$ cat config.mk
export PLATFORM = sky130hd
export DESIGN_NAME = carrier_pattern_decoder
export DESIGN_NICKNAME = d
export VERILOG_FILES = /design/src/rtl/carrier_pattern_decoder.sv
export SDC_FILE = /design/constraint.sdc
export NUM_CORES = 1
export LEC_CHECK = 0
export BUFFER_PORTS_ARGS = -buffer_cell sky130_fd_sc_hd__buf_4
export CAP_MARGIN = 40
export CORE_MARGIN = 4
export CORE_UTILIZATION = 55
export DETAILED_ROUTE_END_ITERATION = 7
export GPL_TIMING_DRIVEN = 0
export PLACE_DENSITY = 0.7
export SLEW_MARGIN = 20
export SYNTH_ARGS = -nofsm -noshare
export SYNTH_HDL_FRONTEND = slang
export SYNTH_HIERARCHICAL = 1
export SYNTH_SLANG_ARGS = --single-unit
$ cat constraint.sdc
create_clock -name clk -period 5.2 [get_ports clk]
set_clock_uncertainty 0.15 [all_clocks]
set_input_delay 1.3 -clock clk [delete_from_list [all_inputs] [get_ports clk]]
set_output_delay 1.3 -clock clk [all_outputs]
set_load 0.01 [all_outputs]
$ cat src/rtl/carrier_pattern_decoder.sv
// carrier_pattern_decoder
//   Receive-side decoder for the 8-line carrier pattern link. Each line carries
//   a toggling carrier for a '1' and a held-low level for a '0'. Rising carrier
//   edges are counted per line over a fixed window. At the end of each window
//   every line is decided against a threshold. The decoded byte is then
//   debounced over consecutive windows before it is presented downstream.
//
//   Parameters
//     WINDOW_CYCLES  clk cycles per decision window (>= 16)
//     MIN_EDGES      rising edges per window needed to decode a '1' (>= 1)
//     DEBOUNCE       consecutive identical decodes before pattern_out moves (>= 1)
//     EDGE_W         per-line edge counter width (saturating)
//
//   Ports
//     clk             system clock, rising edge
//     rst_n           asynchronous active-low reset
//     carrier_in[7:0] carrier lines, asynchronous to clk
//     pattern_raw     per-window undebounced decode
//     window_valid    1-cycle pulse, pattern_raw is new this cycle
//     pattern_out     debounced decoded pattern
//     pattern_changed 1-cycle pulse, pattern_out took a new value this cycle

// Per-line front end: synchronizer, rising-edge detect, saturating edge count
// and the threshold decision for the window that is closing.
module carrier_pattern_decoder_lane #(
  parameter int MIN_EDGES = 4,
  parameter int EDGE_W    = 8
) (
  input  logic clk,
  input  logic rst_n,
  input  logic carrier_i,
  input  logic win_end_i,
  output logic raw_o
);

  localparam logic [EDGE_W-1:0] CNT_MAX = '1;

  logic              sync1_q, sync2_q, prev_q;
  logic              rise;
  logic [EDGE_W-1:0] cnt_q, cnt_d;
  logic [31:0]       total;

  assign rise = sync2_q & ~prev_q;

  // An edge seen in the window-end cycle still belongs to the closing window,
  // so it is added in here rather than waiting for the counter.
  assign total = 32'(cnt_q) + 32'(rise);
  assign raw_o = (total >= 32'(MIN_EDGES));

  always_comb begin
    cnt_d = cnt_q;
    if (win_end_i)                     cnt_d = '0;
    else if (rise && cnt_q != CNT_MAX) cnt_d = cnt_q + EDGE_W'(1);
  end

  always_ff @(posedge clk or negedge rst_n) begin
    if (!rst_n) begin
      sync1_q <= 1'b0;
      sync2_q <= 1'b0;
      prev_q  <= 1'b0;
      cnt_q   <= '0;
    end else begin
      sync1_q <= carrier_i;
      sync2_q <= sync1_q;
      prev_q  <= sync2_q;
      cnt_q   <= cnt_d;
    end
  end

endmodule

module carrier_pattern_decoder #(
  parameter int WINDOW_CYCLES = 1024,
  parameter int MIN_EDGES     = 4,
  parameter int DEBOUNCE      = 2,
  parameter int EDGE_W        = 8
) (
  input  logic       clk,
  input  logic       rst_n,
  input  logic [7:0] carrier_in,
  output logic [7:0] pattern_raw,
  output logic       window_valid,
  output logic [7:0] pattern_out,
  output logic       pattern_changed
);

  localparam int NUM_LANES = 8;
  localparam int WIN_W     = $clog2(WINDOW_CYCLES);
  localparam int MATCH_W   = $clog2(DEBOUNCE + 1);
  localparam logic [WIN_W-1:0]   WIN_LAST = WIN_W'(WINDOW_CYCLES - 1);
  localparam logic [MATCH_W-1:0] DEB_MAX  = MATCH_W'(DEBOUNCE);

  logic [WIN_W-1:0]     win_cnt_q, win_cnt_d;
  logic                 win_end;
  logic [NUM_LANES-1:0] raw_w;

  logic [NUM_LANES-1:0] raw_q, raw_d;
  logic                 valid_q, valid_d;
  logic [NUM_LANES-1:0] cand_q, cand_d;
  logic [MATCH_W-1:0]   match_q, match_d;
  logic [NUM_LANES-1:0] out_q, out_d;
  logic                 chg_q, chg_d;

  // ---------------------------------------------------------------- window
  assign win_end   = (win_cnt_q == WIN_LAST);
  assign win_cnt_d = win_end ? '0 : win_cnt_q + WIN_W'(1);

  // ----------------------------------------------------------------- lanes
  for (genvar g = 0; g < NUM_LANES; g++) begin : g_lane
    carrier_pattern_decoder_lane #(
      .MIN_EDGES (MIN_EDGES),
      .EDGE_W    (EDGE_W)
    ) u_lane (
      .clk       (clk),
      .rst_n     (rst_n),
      .carrier_i (carrier_in[g]),
      .win_end_i (win_end),
      .raw_o     (raw_w[g])
    );
  end

  // -------------------------------------------------------------- debounce
  // cand holds the most recent window decode and match counts how many
  // consecutive windows agreed with it (capped at DEBOUNCE). The output moves
  // only once the candidate has been seen DEBOUNCE times in a row.
  always_comb begin
    raw_d   = raw_q;
    valid_d = win_end;
    cand_d  = cand_q;
    match_d = match_q;
    out_d   = out_q;
    chg_d   = 1'b0;
    if (win_end) begin
      raw_d = raw_w;
      if (raw_w == cand_q) begin
        if (match_q < DEB_MAX) match_d = match_q + MATCH_W'(1);
      end else begin
        cand_d  = raw_w;
        match_d = MATCH_W'(1);
      end
      if (match_d >= DEB_MAX && cand_d != out_q) begin
        out_d = cand_d;
        chg_d = 1'b1;
      end
    end
  end

  always_ff @(posedge clk or negedge rst_n) begin
    if (!rst_n) begin
      win_cnt_q <= '0;
      raw_q     <= '0;
      valid_q   <= 1'b0;
      cand_q    <= '0;
      match_q   <= '0;
      out_q     <= '0;
      chg_q     <= 1'b0;
    end else begin
      win_cnt_q <= win_cnt_d;
      raw_q     <= raw_d;
      valid_q   <= valid_d;
      cand_q    <= cand_d;
      match_q   <= match_d;
      out_q     <= out_d;
      chg_q     <= chg_d;
    end
  end

  assign pattern_raw     = raw_q;
  assign window_valid    = valid_q;
  assign pattern_out     = out_q;
  assign pattern_changed = chg_q;

endmodule

==> qor.csv <==
stage,metric,value,unit
drt,TritonRoute pass-1 iters,4,
worst_setup_path,CP top delay family,simple AND/OR/NAND/NOR gates,
die,Initial Util,56.2,%
worst_setup_path,CP max-delay cell,dfrtp_1,
global_routing,largest net degree at the start of global routing,79,
cells_and_area,"commonest non-fill, non-tap cell in the layout",dfrtp_1,
cells_and_area,cell area after layout,7460,µm²
sta,fin crit share,63.5,%
worst_setup_path,Critical Path Start Type,register,
clock_tree,Resize count post-CTS,0,
synthesis,Syn Area/Cell,11.0,µm²
drt,drt total wl,11.8,mm
cells_and_area,FILL cells,899,
clock_tree,Inserted Clock Buffers,17,
worst_setup_path,end of the critical path,pattern_out[5]$_DFFE_PN0P_,
cells_and_area,most frequent cells in the layout,"126 x dfrtp_1, 88 x nor2_1, 36 x nand3_1",
sta,worst slew pin tran,0.605,ns
worst_setup_path,crit-path cells,"nor2b_4, ha_1, ha_1, nand3_1, o21ai_0, nand3_1, xor2_1, nor4_1, nand3_2, or3_1, buf_4, mux2_4",
job,max cap viols,0,
place,GPL Wtd Cong,0.865,
sta,RSZ-0062 raised after global routing,false,
drt,Avg Vias per Cell,5.68,
clock_tree,"CTS clk-pin slew, worst paths",0.06,ns
pwr,NetSw,1.11,mW
sta,fin crit period,3.30,ns
sta,setup TNS,0,ns
global_routing,GRT Util Overall,19.3,%
drt,total number of vias,4475,
sta,Final Hold Vio Count,0,
global_routing,vias in the first global route,4520,
place,Detail Placement HPWL,8.11,mm
place,Placed Instance Area,6840,µm²
pwr,VDD IR-drop max,0.000382,V
pwr,combinational share of power,19.2,%
drt,Routed Antenna Nets,0,
cells_and_area,Final nets,676,
synthesis,Post-Syn Nets,628,
worst_setup_path,worst-path maximum fanout,8,
sta,Fmax achieved,303,MHz
clock_tree,hold-fix buffers at CTS,0,
worst_setup_path,CP Class,reg2reg,
worst_setup_path,Crit Reg-Reg Startpoint,g_lane[5].u_lane/sync2_q$_DFF_PN0_,
pwr,Clock power frac,36.4,%
sta,Slew headroom,59.7,%
drt,Wirelength per Cell,15.0,µm
sta,endpoints failing setup,0,
pwr,Static Leakage,3.39,nW
die,Die Y-Extent,116,µm
sta,Max Transition Viols Final,0,
cells_and_area,post-route insts no fill,788,
cells_and_area,share of layout cells above drive strength 1,18.6,%
status,status,"complete, no violations",
cells_and_area,area delta synth->final,16.3,%
die,Core ar.,11400,µm²
worst_setup_path,Levels on crit path,12,
pwr,part of the power in registers,44.4,%
worst_setup_path,CP endpoint kind,register,
synthesis,sequential-to-total area share from yosys stat,49.1,%
place,cell count after placement,756,
die,die area,13500,µm²
clock_tree,clk_lat worst skew,0.41,ns
die,io pins,28,
clock_tree,CTS H-Tree Depth,4,
global_routing,first-pass GRT wire length,20.6,mm
clock_tree,postcts setup bufs,0,
worst_setup_path,FF-to-FF End,pattern_out[5]$_DFFE_PN0P_,
global_routing,initial antenna violation count,0,
clock_tree,root buffer cell,clkbuf_16,
synthesis,Yosys cell types,32,
synthesis,Mapped Cells,584,
die,# rows,39,
clock_tree,CTS Buffer Depth,2,
worst_setup_path,WP data arrival,3.45,ns
worst_setup_path,FF-to-FF path depth,12,
clock_tree,CTS tree,done,
pwr,pwr/cell area,451,nW/µm²
worst_setup_path,CP required,5.35,ns
cells_and_area,post-layout util,65.3,%
place,port bufs,27,
min_path,hold crit path type,reg2reg,
pwr,Pint,2.26,mW
pwr,Sw Ratio,32.8,%
synthesis,number of synthesized register bits,126,
worst_setup_path,CP bufs+invs,1,
global_routing,grt total ovfl,0,
drt,DRC errors left,0,
pwr,total power,3.37,mW
die,Die Span X,116,µm
worst_setup_path,worst reg-to-reg setup slack,1.90,ns
worst_setup_path,Worst path max stage delay,0.37,ns
cells_and_area,antenna fix cells,0,
drt,First DRT Iteration DRCs,317,
worst_setup_path,Crit. Startpoint,g_lane[5].u_lane/sync2_q$_DFF_PN0_,
clock_tree,CTS sink cnt,126,
synthesis,"Cell Area, Synth",6420,µm²
synthesis,Yosys Warn Count,6,
per-layer routing:
metal	routed length, µm	GRT usage, %	vias up
li1	-	-	2192
met1	5470	24.7	2224
met2	5820	31.6	44
met3	372	4.91	15
met4	159	7.66	0
met5	0	0	-
worst register-to-register path: stages, from the launching register on:
cell	delay [ns]
dfrtp_1	0.37
nor2b_4	0.25
ha_1	0.19
ha_1	0.16
nand3_1	0.07
o21ai_0	0.11
nand3_1	0.27
xor2_1	0.24
nor4_1	0.36
nand3_2	0.16
or3_1	0.37
buf_4	0.20
mux2_4	0.31
Yosys cell counts:
library cell | n | area share (%)
xnor2_1 | 11 | 1.5
and2_1 | 8 | 0.78
nor3_1 | 10 | 0.78
o41ai_1 | 8 | 1.1
nor3_4 | 1 | 0.25
nand4_1 | 2 | 0.19
dfrtp_1 | 126 | 49
nand4b_1 | 8 | 1.1
nand3_2 | 2 | 0.31
nor2_1 | 88 | 5.1
xor2_1 | 27 | 3.7
nand2_1 | 29 | 1.7
nand4_2 | 8 | 1.6
mux2_2 | 16 | 2.8
ha_1 | 34 | 6.6
nand3_1 | 36 | 2.8
or4_1 | 8 | 0.94
nor4_1 | 10 | 0.98
o22ai_1 | 1 | 0.098
clkbuf_1 | 2 | 0.12
nor2b_4 | 8 | 1.7
mux2_4 | 8 | 1.9
buf_4 | 9 | 1.1
or3_1 | 10 | 0.98
mux2i_1 | 16 | 2.5
inv_1 | 12 | 0.70
nand4_4 | 8 | 2.7
o21ai_0 | 34 | 2.7
o2111ai_1 | 8 | 1.1
nor2b_1 | 1 | 0.098
a21oi_1 | 26 | 2.0
o31ai_1 | 9 | 1.1
per-stage QoR:
step / setup WS, ns / hold WS (ns)
after floorplan: 2.29 / 0.181
after global placement: 1.94 / 0.184
after detailed placement: 1.88 / 0.188
after CTS: 1.86 / 0.200
after global routing: 1.71 / 0.204
final: 1.90 / 0.197
worst min-delay path by stage:
stage / startpoint / end / slack, ns / cells after the start
6_report: g_lane[3].u_lane/sync1_q$_DFF_PN0_ / g_lane[3].u_lane/sync2_q$_DFF_PN0_ / 0.20 / 0
3_5_place_dp: g_lane[0].u_lane/sync1_q$_DFF_PN0_ / g_lane[0].u_lane/sync2_q$_DFF_PN0_ / 0.19 / 0
3_3_place_gp: g_lane[3].u_lane/sync1_q$_DFF_PN0_ / g_lane[3].u_lane/sync2_q$_DFF_PN0_ / 0.18 / 0
5_1_grt: g_lane[5].u_lane/sync1_q$_DFF_PN0_ / g_lane[5].u_lane/sync2_q$_DFF_PN0_ / 0.20 / 0
2_1_floorplan: g_lane[0].u_lane/sync1_q$_DFF_PN0_ / g_lane[0].u_lane/sync2_q$_DFF_PN0_ / 0.18 / 0
4_1_cts: g_lane[0].u_lane/sync1_q$_DFF_PN0_ / g_lane[0].u_lane/sync2_q$_DFF_PN0_ / 0.20 / 0
area by class of cell:
class                   instances  area, µm²  area share (%)
clock inverters                10        135            1.81
well taps                     143        179            2.40
clock buffers                  22        484            6.49
repair buffers                 29        245            3.29
inverters                      12       45.0           0.604
plain buffers                  11       75.1            1.01
flip-flops and latches        126       3150            42.3
multi-input cells             435       3140            42.1
power by group through the flow:
stage	clock [mW]	sequential, mW	combinational (mW)
after floorplan	0	1.44	0.502
after global placement	0	1.49	0.609
after detailed placement	0	1.50	0.653
after CTS	1.25	1.49	0.656
after global routing	1.30	1.53	0.747
final	1.23	1.49	0.647
state kept, by name, summed over array words and instances (netlist names):
name                   cells
win_cnt_q                 10
pattern_changed            1
g_lane.u_lane/cnt_q       64
g_lane.u_lane/sync1_q      8
match_q                    2
cand_q                     8
window_valid               1
pattern_out                8
pattern_raw                8
g_lane.u_lane/sync2_q      8
g_lane.u_lane/prev_q       8
cells by family after synthesis:
group	Yosys count	synth area share (%)
compound gates	86	8.01
xor+xnor	38	5.19
fa+ha+maj	34	6.63
buf+inv	23	1.87
flops	126	49.1
mux	40	7.18
simple gates	237	22.0
No activity file was read; power rests on OpenSTA's default activity.
